==> src/rtl/bitorder_swap_n.sv <==
// Lane-order reverser: collects N lanes per word into a ping-pong buffer
// and replays each completed word reversed or in arrival order.
module bitorder_swap_n #(
  parameter int LANE_W = 2,
  parameter int WORD_W = 8,
  parameter int CNT_W  = 16
) (
  input  logic              clk,
  input  logic              rst,
  input  logic              axiiv,
  input  logic [LANE_W-1:0] axiid,
  input  logic              rev,
  output logic              axiov,
  output logic [LANE_W-1:0] axiod,
  output logic              axiow,
  output logic              drop,
  output logic [CNT_W-1:0]  drop_cnt
);

  localparam int N  = WORD_W / LANE_W;
  localparam int IW = (N > 1) ? $clog2(N) : 1;
  localparam logic [IW-1:0] LAST = IW'(N - 1);

  if (N < 2 || N * LANE_W != WORD_W) begin : g_bad_params
    $error("bitorder_swap_n: WORD_W must be a multiple of LANE_W, N>=2");
  end

  logic [WORD_W-1:0] buf_q [2];
  logic [WORD_W-1:0] buf_d [2];
  logic [1:0]        mode_q, mode_d;
  logic              fsel_q, fsel_d;
  logic [IW-1:0]     fidx_q, fidx_d;
  logic              dact_q, dact_d;
  logic              dsel_q, dsel_d;
  logic [IW-1:0]     dcnt_q, dcnt_d;
  logic              ov_q, ov_d;
  logic [LANE_W-1:0] od_q, od_d;
  logic              ow_q, ow_d;
  logic              drop_q, drop_d;
  logic [CNT_W-1:0]  cnt_q, cnt_d;

  logic              done;
  logic              emit;
  logic [WORD_W-1:0] rd_word;
  logic              rd_mode;
  logic [IW-1:0]     rd_beat;
  logic [IW-1:0]     rd_slot;

  always_comb begin
    buf_d   = buf_q;
    mode_d  = mode_q;
    fsel_d  = fsel_q;
    fidx_d  = fidx_q;
    dact_d  = dact_q;
    dsel_d  = dsel_q;
    dcnt_d  = dcnt_q;
    ov_d    = 1'b0;
    od_d    = od_q;
    ow_d    = 1'b0;
    drop_d  = 1'b0;
    cnt_d   = cnt_q;
    done    = 1'b0;
    emit    = 1'b0;
    rd_word = buf_q[dsel_q];
    rd_mode = mode_q[dsel_q];
    rd_beat = dcnt_q;

    if (axiiv) begin
      buf_d[fsel_q][fidx_q*LANE_W +: LANE_W] = axiid;
      if (fidx_q == '0) mode_d[fsel_q] = rev;
      if (fidx_q == LAST) begin
        done   = 1'b1;
        fidx_d = '0;
        fsel_d = ~fsel_q;
      end else begin
        fidx_d = fidx_q + 1'b1;
      end
    end else if (fidx_q != '0) begin
      fidx_d         = '0;
      buf_d[fsel_q]  = '0;
      drop_d         = 1'b1;
      if (cnt_q != '1) cnt_d = cnt_q + 1'b1;
    end

    // First beat of a new word comes straight from the buffer being
    // completed, so its last lane is read from buf_d.
    if (done) begin
      emit    = 1'b1;
      rd_word = buf_d[fsel_q];
      rd_mode = mode_q[fsel_q];
      rd_beat = '0;
      dact_d  = 1'b1;
      dsel_d  = fsel_q;
      dcnt_d  = IW'(1);
    end else if (dact_q) begin
      emit   = 1'b1;
      dcnt_d = dcnt_q + 1'b1;
      if (dcnt_q == LAST) begin
        dact_d = 1'b0;
        dcnt_d = '0;
      end
    end

    rd_slot = rd_mode ? (LAST - rd_beat) : rd_beat;
    if (emit) begin
      ov_d = 1'b1;
      od_d = rd_word[rd_slot*LANE_W +: LANE_W];
      ow_d = (rd_beat == LAST);
    end
  end

  always_ff @(posedge clk) begin
    if (rst) begin
      buf_q[0] <= '0;
      buf_q[1] <= '0;
      mode_q   <= '0;
      fsel_q   <= 1'b0;
      fidx_q   <= '0;
      dact_q   <= 1'b0;
      dsel_q   <= 1'b0;
      dcnt_q   <= '0;
      ov_q     <= 1'b0;
      od_q     <= '0;
      ow_q     <= 1'b0;
      drop_q   <= 1'b0;
      cnt_q    <= '0;
    end else begin
      buf_q    <= buf_d;
      mode_q   <= mode_d;
      fsel_q   <= fsel_d;
      fidx_q   <= fidx_d;
      dact_q   <= dact_d;
      dsel_q   <= dsel_d;
      dcnt_q   <= dcnt_d;
      ov_q     <= ov_d;
      od_q     <= od_d;
      ow_q     <= ow_d;
      drop_q   <= drop_d;
      cnt_q    <= cnt_d;
    end
  end

  assign axiov    = ov_q;
  assign axiod    = od_q;
  assign axiow    = ow_q;
  assign drop     = drop_q;
  assign drop_cnt = cnt_q;

endmodule

==> config.mk <==
export PLATFORM = sky130hd
export DESIGN_NAME = bitorder_swap_n
export DESIGN_NICKNAME = d
export VERILOG_FILES = /design/src/rtl/bitorder_swap_n.sv
export SDC_FILE = /design/constraint.sdc
export NUM_CORES = 1
export LEC_CHECK = 0
export ABC_CLOCK_PERIOD_IN_PS = 4500
export BUFFER_PORTS_ARGS = -buffer_cell sky130_fd_sc_hd__buf_2
export CAP_MARGIN = 30
export CORE_ASPECT_RATIO = 0.9
export CORE_MARGIN = 2
export CORE_UTILIZATION = 63
export CTS_CLUSTER_SIZE = 20
export DETAILED_ROUTE_END_ITERATION = 8
export GPL_ROUTABILITY_DRIVEN = 0
export GPL_TIMING_DRIVEN = 0
export PLACE_DENSITY = 0.89
export SYNTH_ARGS = -nofsm -noshare
export SYNTH_HDL_FRONTEND = slang
export SYNTH_SLANG_ARGS = --single-unit
==> constraint.sdc <==
create_clock -name clk -period 4.5 [get_ports clk]
set_input_delay 0.45 -clock clk [delete_from_list [all_inputs] [get_ports clk]]
set_output_delay 0.45 -clock clk [all_outputs]
set_load 0.1 [all_outputs]
After elaboration in Yosys (flattened, before gate mapping)
Index checks and enable logic that the tools add are counted.
{"block": "totals", "wordCells": 90, "in_bits": 6, "out_inout_bits": 21, "reg_bits": 46}
{"block": "op_classes", "reduce_logical": 12, "n_bitwise": 7, "n_shift": 3, "add_sub_neg": 5, "n_eq_ne": 4, "order_cmp": 6, "muxes": 39}
{"operator": "8-bit two-way mux", "count": 9}
{"operator": "3-bit negator with 34-bit output", "count": 1}
{"operator": "2-bit by 34-bit variable shift with 8-bit output (first input constant)", "count": 1}
{"operator": "2-bit by 34-bit variable part select with 8-bit output", "count": 1}
{"operator": "16-bit two-way mux", "count": 2}
{"operator": "1-bit two-way mux", "count": 17}
{"operator": "16-bit by 1-bit adder with 16-bit output (second input constant)", "count": 1}
{"operator": "16-bit AND", "count": 1}
{"operator": "16-bit bitwise mux", "count": 1}
{"operator": "8-bit demux with 1-bit select", "count": 2}
{"operator": "16-bit inequality test (second input constant)", "count": 1}
{"operator": "16-bit NOT", "count": 1}
{"operator": "2-bit two-way mux", "count": 6}
{"operator": "8-bit by 4-bit variable part select with 2-bit output", "count": 1}
{"operator": "2-bit == test (second input constant)", "count": 3}
{"operator": "2-bit nonzero test", "count": 3}
{"operator": "2-bit OR reduction", "count": 3}
{"operator": "2-bit by 1-bit adder with 2-bit output (second input constant)", "count": 2}
{"operator": "2-bit greater-or-equal comparator (second input constant)", "count": 2}
{"operator": "1-bit by 2-bit less-than comparator with 1-bit output (second input constant)", "count": 2}
{"operator": "1-bit NOT with 2-bit output", "count": 2}
{"operator": "2-bit AND reduction", "count": 2}
{"operator": "1-bit NOT", "count": 3}
{"operator": "3-bit AND reduction", "count": 1}
{"operator": "7 further kinds", "count": 8}

Depth between registers and ports, before layout
Gate-level depths: netlist of the first run.
{"block": "depth", "ltp_word": 14, "mapped_depth": 9, "mapped_depth_nobuf": 8}

Least setup slack after synthesis of the first run
Ideal clock, no wire load.
{"block": "synth_timing", "path_kind": "reg-to-reg", "startpoint": "register cnt_q[0] (netlist: drop_cnt[0])", "endpoint": "register cnt_q[3] (netlist: drop_cnt[3])", "required_time_ps": 4372, "n_path_buf": 0, "arrival_time_ps": 2333, "synth_period_minus_slack_ps": 2460, "setup_slack_ps": 2040, "setup_ps": 128, "path_stages_with_launch": 8, "path_cell_list": "dfxtp_1 -> ha_1 -> inv_1 -> nor4_2 -> a21boi_1 -> nand4_1 -> xor2_1 -> nor2_1"}
{"block": "synth_between", "elab_chain_cells": 2, "elab_cells_between_ends": 3, "cone_classes": "add/sub (1); eq/ne (1); reduce/logical (1)"}
{"item": "start, declared", "line": "40", "source": "logic [CNT_W-1:0] cnt_q, cnt_d;"}
{"item": "start signal, assigned", "line": "139", "source": "cnt_q <= cnt_d;"}
{"item": "branches (longest 2 deep; another with 16-bit by 1-bit adder with 16-bit output)"}
Parallel ways; which one is timed is not known.
A chain may end at the register's enable or synchronous reset.

Worst setup path in the final report of the first run
{"block": "layout_timing", "startpoint": "register fidx_q[0]", "endpoint": "register od_q[0] (netlist: axiod[0])"}
{"block": "layout_between", "elab_chain_cells": 11, "elab_cells_between_ends": 22, "cone_classes": "add/sub (2); eq/ne (1); shift (3); mux (15); reduce/logical (1)"}
{"item": "start, declared", "line": "32", "source": "logic [IW-1:0] fidx_q, fidx_d;"}
{"item": "start signal, assigned", "line": "131", "source": "fidx_q <= fidx_d;"}
{"item": "3-bit negator with 34-bit output", "line": "69", "source": "buf_d[fsel_q][fidx_q*LANE_W +: LANE_W] = axiid;"}
{"item": "2-bit by 34-bit variable shift with 8-bit output", "line": "69"}
{"item": "8-bit two-way mux (not written as such)", "line": "69"}
{"item": "8-bit demux with 1-bit select", "line": "69"}
{"item": "16-bit bitwise mux", "line": "69"}
{"item": "16-bit two-way mux", "line": "68", "source": "if (axiiv) begin"}
{"item": "8-bit two-way mux (not written as such) (3 in a row)", "line": "89", "source": "rd_word = buf_d[fsel_q];"}
{"item": "8-bit two-way mux", "line": "87", "source": "if (done) begin"}
{"item": "8-bit by 4-bit variable part select with 2-bit output", "line": "107", "source": "od_d = rd_word[rd_slot*LANE_W +: LANE_W];"}
{"item": "end signal, assigned", "line": "123", "source": "od_q <= '0;"}
{"item": "end signal, assigned", "line": "136", "source": "od_q <= od_d;"}
{"item": "end, declared", "line": "37", "source": "logic [LANE_W-1:0] od_q, od_d;"}
Several ways; a longest one is shown, not always the timed one. The select of a mux whose other input is x is not followed.

==> results of run 1 <==
-- worst reg2reg max path: stages (launching register included) --
cell	delay, ns
dfxtp_1	0.50
ha_1	0.27
buf_2	0.26
nand2_4	0.13
a21oi_1	0.23
mux2_1	0.37
o221a_2	0.27
a2111oi_2	0.30
a211o_1	0.14
-- registers in the layout (all words and copies together), names as in the netlist --
name      count
dsel_q        1
axiov         1
drop_cnt     16
dact_q        1
drop          1
axiod         2
mode_q        2
fidx_q        2
axiow         1
buf_q        16
dcnt_q        2
fsel_q        1
-- metal layers --
layer	vias up	part of all wire	track usage
met2	148	0.45	0.467
met3	28	0.092	0.0613
met4	0	0.027	0.118
met5	-	0	0
li1	1205	-	-
met1	1221	0.43	0.413
-- cells in the final DEF, fill, tap and decap left out, types with 2 or more instances in the layout --
cell	instances
o21ai_0	7
buf_2	29
inv_1	11
nand2b_1	4
clkbuf_8	7
buf_1	2
a22oi_1	7
and2_1	3
a32oi_1	3
nor3_1	14
clkbuf_1	8
a21oi_1	21
a311oi_1	2
a31oi_1	2
ha_1	7
o22ai_1	7
nand3_1	10
mux2i_1	16
a211oi_1	2
nand2_1	26
xnor2_1	4
nand4_1	8
nor4b_1	2
nand3b_1	5
o31ai_1	2
dfxtp_1	46
nor2_1	44
nor2b_1	3
and3_1	4
xor2_1	10
-- through the flow --
step / hold slack, ns / power [mW]
after floorplan: 0.439 / 0.499
after global placement: 0.470 / 0.522
after detailed placement: 0.475 / 0.524
after CTS: 0.397 / 0.775
after global routing: 0.424 / 0.806
final: 0.391 / 0.778
-- layout make-up --
class	count	share of cell area
inverter	13	0.0167
buffer	18	0.0365
sequential	46	0.316
multi-input combinational	242	0.535
tap	48	0.0206
clock inverter	3	0.00730
timing repair buffer	26	0.0446
clock buffer	5	0.0236
-- worst paths after layout --
path	end	slack [ns]	cells past startpoint
worst min-delay path	mode_q[1]	0.39	3
worst min register to register	buf_q[4]	0.49	2
worst max register to register	axiod[0]	1.99	8
worst max-delay path	axiod[0]	1.99	8
-- where the power goes --
group	total [mW]	internal [mW]	switching (mW)
registers	0.418	0.412	0.00641
clock network	0.259	0.109	0.150
logic	0.0996	0.0308	0.0688
-- cell families (layout without fill, tap and decap cells) --
family,after synthesis,after routing,share of synthesized area
AOI/OAI and AO/OA,68,68,0.179
muxes,17,17,0.0651
xor gates and xnor gates,14,14,0.0465
adders and majority gates,7,7,0.0332
buffers and inverters,31,65,0.0589
DFF,46,46,0.349
and+or+nand+nor,136,136,0.268
==> reports/results.ini, run 1 <==
[cts]
postCtsSetupBuffers = 0
clock_latency_ns = 0.31
clk_pin_slew_worst_paths_ns = 0.09
cts_buffers = 5
ctsHoldBuffers = 0
clockRootBuffer = clkbuf_8
cts_resized = 0
cts_buffer_depth = 2
clock_sinks = 46
cts_tree = built
htreeDepth = 2

[setup_path]
cp.arrival_ns = 2.77
cp.required_ns = 4.76
cp_max_fo = 10
rr_startpoint = fidx_q[0]
crit_path_start = fidx_q[0]
path_cells = ha_1 -> buf_2 -> nand2_4 -> a21oi_1 -> mux2_1 -> o221a_2 -> a2111oi_2 -> a211o_1
crit_path_start_kind = flop
cp_slowest_stage_delay_ns = 0.50
crit_slowest_cell = dfxtp_1
cp_top_family = compound AO/OA/AOI/OAI gates
endpoint_kind = flop
path_buf_inv = 1
critical_path_class = flop to flop

[synthesis]
ys_warn_count = 0
synth_async_sr_flop_share = 0
synthTopCellsByCount = dfxtp_1 (46), nor2_1 (44), nand2_1 (26)
synth_top_area_share = 0.349
synth_area_leaders = dfxtp_1 (35%), nor2_1 (6.3%), mux2i_1 (6.1%)
synthesis.area_um2 = 2640
yosys_register_bits = 46
synth_edf_count = 0
synth_ff_type = dfxtp_1
ys_seq_area_frac = 0.349
syn-num-nets = 332
synth_cell_types = 64
yosys.area.top_type = dfxtp_1
syn_avg_cell_area_um2 = 8.26
syn-instance-count = 319
synth_most_common_cell = dfxtp_1

[cells_and_area]
fin_area_um2 = 2920
areaGrowthSynthToFinish_pct = 10.6
finalNonFillerCells = 401
drive_gt1_frac = 0.159
regArea_um2 = 921
fin_nets = 365
multiInputGateArea_um2 = 1560
fillers = 309
num_antenna_cells = 0
fin_util = 0.720

[power]
leakagePower_nw = 1.09
ir_drop_v = 0.000183
power_density_nw_per_um2 = 267

[floorplan]
coreArea_um2 = 4050
top_level_ports = 27
die_h_um = 65.4
dieArea_um2 = 4720
std_cell_rows = 22
die_x_um = 72.2
floorplan.initialDensity = 0.651

[placement]
dp_cells = 393
place_ws_ns = 2.09
place_hpwl_um = 4720
io_buffer_count = 26
dpl-instance-area_um2 = 2830

[sta]
finalHoldViolCount = 0
tightest_slew_ns = 0.603
setup_ws_ns = 1.99
max_freq_ghz = 0.399
period_needed_ns = 2.51
grt_setup_unrepaired = no
clock_skew_ns = 0.0109
min_period_over_period = 0.557
slew_headroom = 0.598
final-setup-viol-count = 0
drv_slew = 0
finalSetupTns_ns = 0

[global_route]
grt_pass1_wl_um = 11200
grt-ovfl-total = 0
grt.total_usage = 0.302
antenna_found_initial = 0
grt_max_degree = 16
grt_pass1_vias = 2389

[hold_path]
min_path_type = input port to flop
hold_start = rev

[routing]
ant_nets = 0
wirelength_um = 6690
firstDrtPassIters = 5
avgRoutedWirePerCell_um = 16.7
drt_iter0_markers = 287
via_per_inst = 6.49
drc = 0
vias = 2602

[flow_run]
cap_viol_max_count = 0

[status]
status = finished, final reports clean

Power figures use the tool's default switching activity.
==> inputs of run 2 (changes only) <==
==> config.mk (replaced) <==
export PLATFORM = sky130hd
export DESIGN_NAME = bitorder_swap_n
export DESIGN_NICKNAME = d
export VERILOG_FILES = /design/src/rtl/bitorder_swap_n.sv
export SDC_FILE = /design/constraint.sdc
export NUM_CORES = 1
export LEC_CHECK = 0
export ABC_AREA = 1
export ABC_CLOCK_PERIOD_IN_PS = 2200
export BUFFER_PORTS_ARGS = -buffer_cell sky130_fd_sc_hd__buf_2
export CAP_MARGIN = 30
export CORE_ASPECT_RATIO = 0.9
export CORE_MARGIN = 2
export CORE_UTILIZATION = 53
export CTS_CLUSTER_SIZE = 20
export DETAILED_ROUTE_END_ITERATION = 8
export GPL_ROUTABILITY_DRIVEN = 0
export GPL_TIMING_DRIVEN = 0
export PLACE_DENSITY = 0.81
export SYNTH_ARGS = -nofsm -noshare
export SYNTH_HDL_FRONTEND = slang
export SYNTH_SLANG_ARGS = --single-unit
==> constraint.sdc (replaced) <==
create_clock -name clk -period 2.2 [get_ports clk]
set_input_delay 0.22 -clock clk [delete_from_list [all_inputs] [get_ports clk]]
set_output_delay 0.22 -clock clk [all_outputs]
set_load 0.1 [all_outputs]
==> run 2 against run 1 <==
  * Final area rose by 6.1%
  * Power rose by 130%
  * Synthesized area rose by 4.5%
  * Clock skew fell by 0.00084 ns
  * Global-route usage fell by 4.8 points
  * Sequential cell count did not move
  * Worst hold slack got worse by 0.24 ns
  * Combinational power rose to 3.0 times the previous value
  * Register-to-register slack got worse by 1.8 ns
  * Critical path depth rose by 4
  * Core utilization fell by 9.2 points
  * Synthesized cell count rose by 30%
  * Critical path type unchanged
  * Highest routed layer unchanged
==> reports/results.ini, run 2 <==
[status]
status = finished, final reports clean

[routing]
wirelength_um = 7020  ; +4.9%
firstDrtPassIters = 5  ; unchanged
drt_iter0_markers = 253  ; -12%
vias = 2818  ; +8.3%
ant_nets = 0  ; unchanged
drc = 0  ; unchanged
via_per_inst = 5.50  ; -15%
avgRoutedWirePerCell_um = 13.7  ; -18%

[synthesis]
synthTopCellsByCount = nand2_1 (91), inv_1 (58), nor2_1 (58)
synth_area_leaders = dfxtp_1 (33%), nand2_1 (12%), inv_1 (7.9%)
synth_cell_types = 40  ; -38%
ys_warn_count = 0  ; unchanged
synthesis.area_um2 = 2750  ; +4.5%
synth_edf_count = 0  ; unchanged
syn_avg_cell_area_um2 = 6.64  ; -20%
syn-num-nets = 428  ; +29%
synth_async_sr_flop_share = 0  ; unchanged
yosys_register_bits = 46  ; unchanged
synth_ff_type = dfxtp_1
synth_top_area_share = 0.334  ; -0.0151
synth_most_common_cell = nand2_1
yosys.area.top_type = dfxtp_1
ys_seq_area_frac = 0.334  ; -0.0151
syn-instance-count = 415  ; +30%

[global_route]
grt-ovfl-total = 0  ; unchanged
grt_pass1_wl_um = 11700  ; +4.7%
grt_pass1_vias = 2554  ; +6.9%
grt.total_usage = 0.254  ; -0.0477
grt_max_degree = 15  ; -1
antenna_found_initial = 0  ; unchanged

[sta]
clock_skew_ns = 0.0101  ; -0.000843 ns
grt_setup_unrepaired = no
finalHoldViolCount = 0  ; unchanged
min_period_over_period = 0.910  ; +0.352
finalSetupTns_ns = 0  ; unchanged
period_needed_ns = 2.00  ; -0.507 ns
tightest_slew_ns = 0.575  ; -0.0274 ns
slew_headroom = 0.617  ; +0.0183
max_freq_ghz = 0.500  ; +25%
final-setup-viol-count = 0  ; unchanged
holdWs_ns = 0.152  ; -0.239 ns
drv_slew = 0  ; unchanged

[cts]
clock_sinks = 46  ; unchanged
clk_pin_slew_worst_paths_ns = 0.09  ; about the same
cts_buffer_depth = 2  ; unchanged
cts_buffers = 5  ; unchanged
clockRootBuffer = clkbuf_8
ctsHoldBuffers = 0  ; unchanged
postCtsSetupBuffers = 0  ; unchanged
clock_latency_ns = 0.30  ; about the same
htreeDepth = 2  ; unchanged
cts_tree = built

[cells_and_area]
areaGrowthSynthToFinish_pct = 12.4
fillers = 446  ; +44%
finalNonFillerCells = 512  ; +28%
fin_util = 0.628  ; -0.0922
num_antenna_cells = 0  ; unchanged
fin_nets = 459  ; +26%
final_common_cell = nand2_1
drive_gt1_frac = 0.152  ; -0.00651
final_cell_mix = nand2_1 (91), inv_1 (58), nor2_1 (55)

[power]
ir_drop_v = 0.000648  ; +250%
power_density_nw_per_um2 = 579  ; +120%
sequentialPowerShare = 0.482  ; -0.056
leakagePower_nw = 1.30  ; +20%
intPower_mw = 1.27  ; +130%
pwr-share-comb = 0.164  ; +0.036
p_sw_frac = 0.294  ; +0.00390
p_sw_mw = 0.527  ; +130%
pwr-share-clk = 0.354  ; +0.020

[floorplan]
std_cell_rows = 24  ; +9.1%
coreArea_um2 = 4920  ; +22%
floorplan.initialDensity = 0.559  ; -0.0920
die_h_um = 72.4  ; +11%
dieArea_um2 = 5790  ; +23%
die_x_um = 80.0  ; +11%
top_level_ports = 27  ; unchanged

[placement]
dp_cells = 504  ; +28%
place_hpwl_um = 5160  ; +9.4%
io_buffer_count = 24  ; -7.7%

[setup_path]
crit_path_start_kind = flop
cp.arrival_ns = 2.21  ; -0.56 ns
cp_max_fo = 8  ; -2
crit_path_start = fidx_q[0]
endpoint_kind = flop
cp.required_ns = 2.41  ; -2.35 ns
critical_path_class = flop to flop
rr_startpoint = fidx_q[0]

[flow_run]
cap_viol_max_count = 0  ; unchanged

[hold_path]
hold_start = rev
min_path_type = input port to flop

-- run 2: cell types whose count changed after synthesis, moves of 14 or more --
cell,before,now
nand2_1,26,91
inv_1,11,58
nand3_1,10,33
o21ai_0,7,24
mux2i_1,16,0
nor2_1,44,58
-- run 2: layout make-up --
| class | instances | area [um^2] | share of cell area |
|---|---|---|---|
| Clock inverter | 3 | 40.0 | 0.0129 |
| Multi-Input combinational cell | 299 | 1570 | 0.507 |
| Sequential cell | 46 | 925 | 0.299 |
| Inverter | 61 | 234 | 0.0756 |
| Timing Repair Buffer | 24 | 120 | 0.0388 |
| Tap cell | 65 | 81.3 | 0.0263 |
| Clock buffer | 5 | 68.8 | 0.0222 |
| Buffer | 9 | 57.6 | 0.0186 |
-- run 2: timing repair --
| action | 4_1_cts | 5_1_grt |
|---|---|---|
| setup endpoints to repair | 1 | 2 |
| gates resized for setup | 1 | 8 |
| gates cloned | 0 | 0 |
| pin swaps | 0 | 0 |
-- run 2: logic make-up after synthesis --
logic type	Yosys count	synth area share
and+or+nand+nor	215	0.358
AOI/OAI and AO/OA	72	0.152
buffers and inverters	70	0.106
DFF	46	0.334
adders and majority gates	7	0.0318
xor gates and xnor gates	5	0.0186
-- run 2: power by group through the flow --
stage               Clock (mW)  Sequential (mW)  Combinational [mW]
finish                   0.634            0.864               0.294
global route             0.674            0.868               0.322
CTS                      0.641            0.864               0.284
detailed placement           0            0.883               0.281
global placement             0            0.883               0.276
floorplan                    0            0.922               0.177
-- run 2: worst paths after layout --
check                                  to  slack, ns  depth (start not counted)
worst min register to register   buf_q[7]       0.49                          2
worst min-delay path            mode_q[1]       0.15                          3
worst max register to register   axiod[1]       0.20                         12
worst max-delay path             axiod[1]       0.20                         12
-- run 2: worst max-delay path, stage by stage (launching register included) --
cell and delay [ns]:
dfxtp_2 0.41, inv_1 0.15, ha_2 0.27, nor2_1 0.19, nand2_1 0.19, nand3_1 0.11, o21ai_1 0.09, nand2_1 0.07
nand4_1 0.07, nand2_1 0.11, nand2_1 0.07, nor2_1 0.13, nor2_1 0.05
-- run 2: per-layer routing --
layer / track usage / vias to the layer above / part of all wire
met5: 0 / - / 0
met4: 0.0471 / 0 / 0.012
met3: 0.0597 / 8 / 0.099
met2: 0.424 / 133 / 0.46
met1: 0.340 / 1269 / 0.43
li1: - / 1408 / -
-- run 2: metrics by stage --
step | setup WS (ns) | area [um^2] | total power, mW
floorplan | 0.0387 | 2760 | 1.10
global placement | 0.0749 | 2960 | 1.16
detailed placement | 0.0183 | 2960 | 1.16
CTS | 0.0173 | 3070 | 1.79
global route | 0.00375 | 3090 | 1.86
finish | 0.198 | 3090 | 1.79
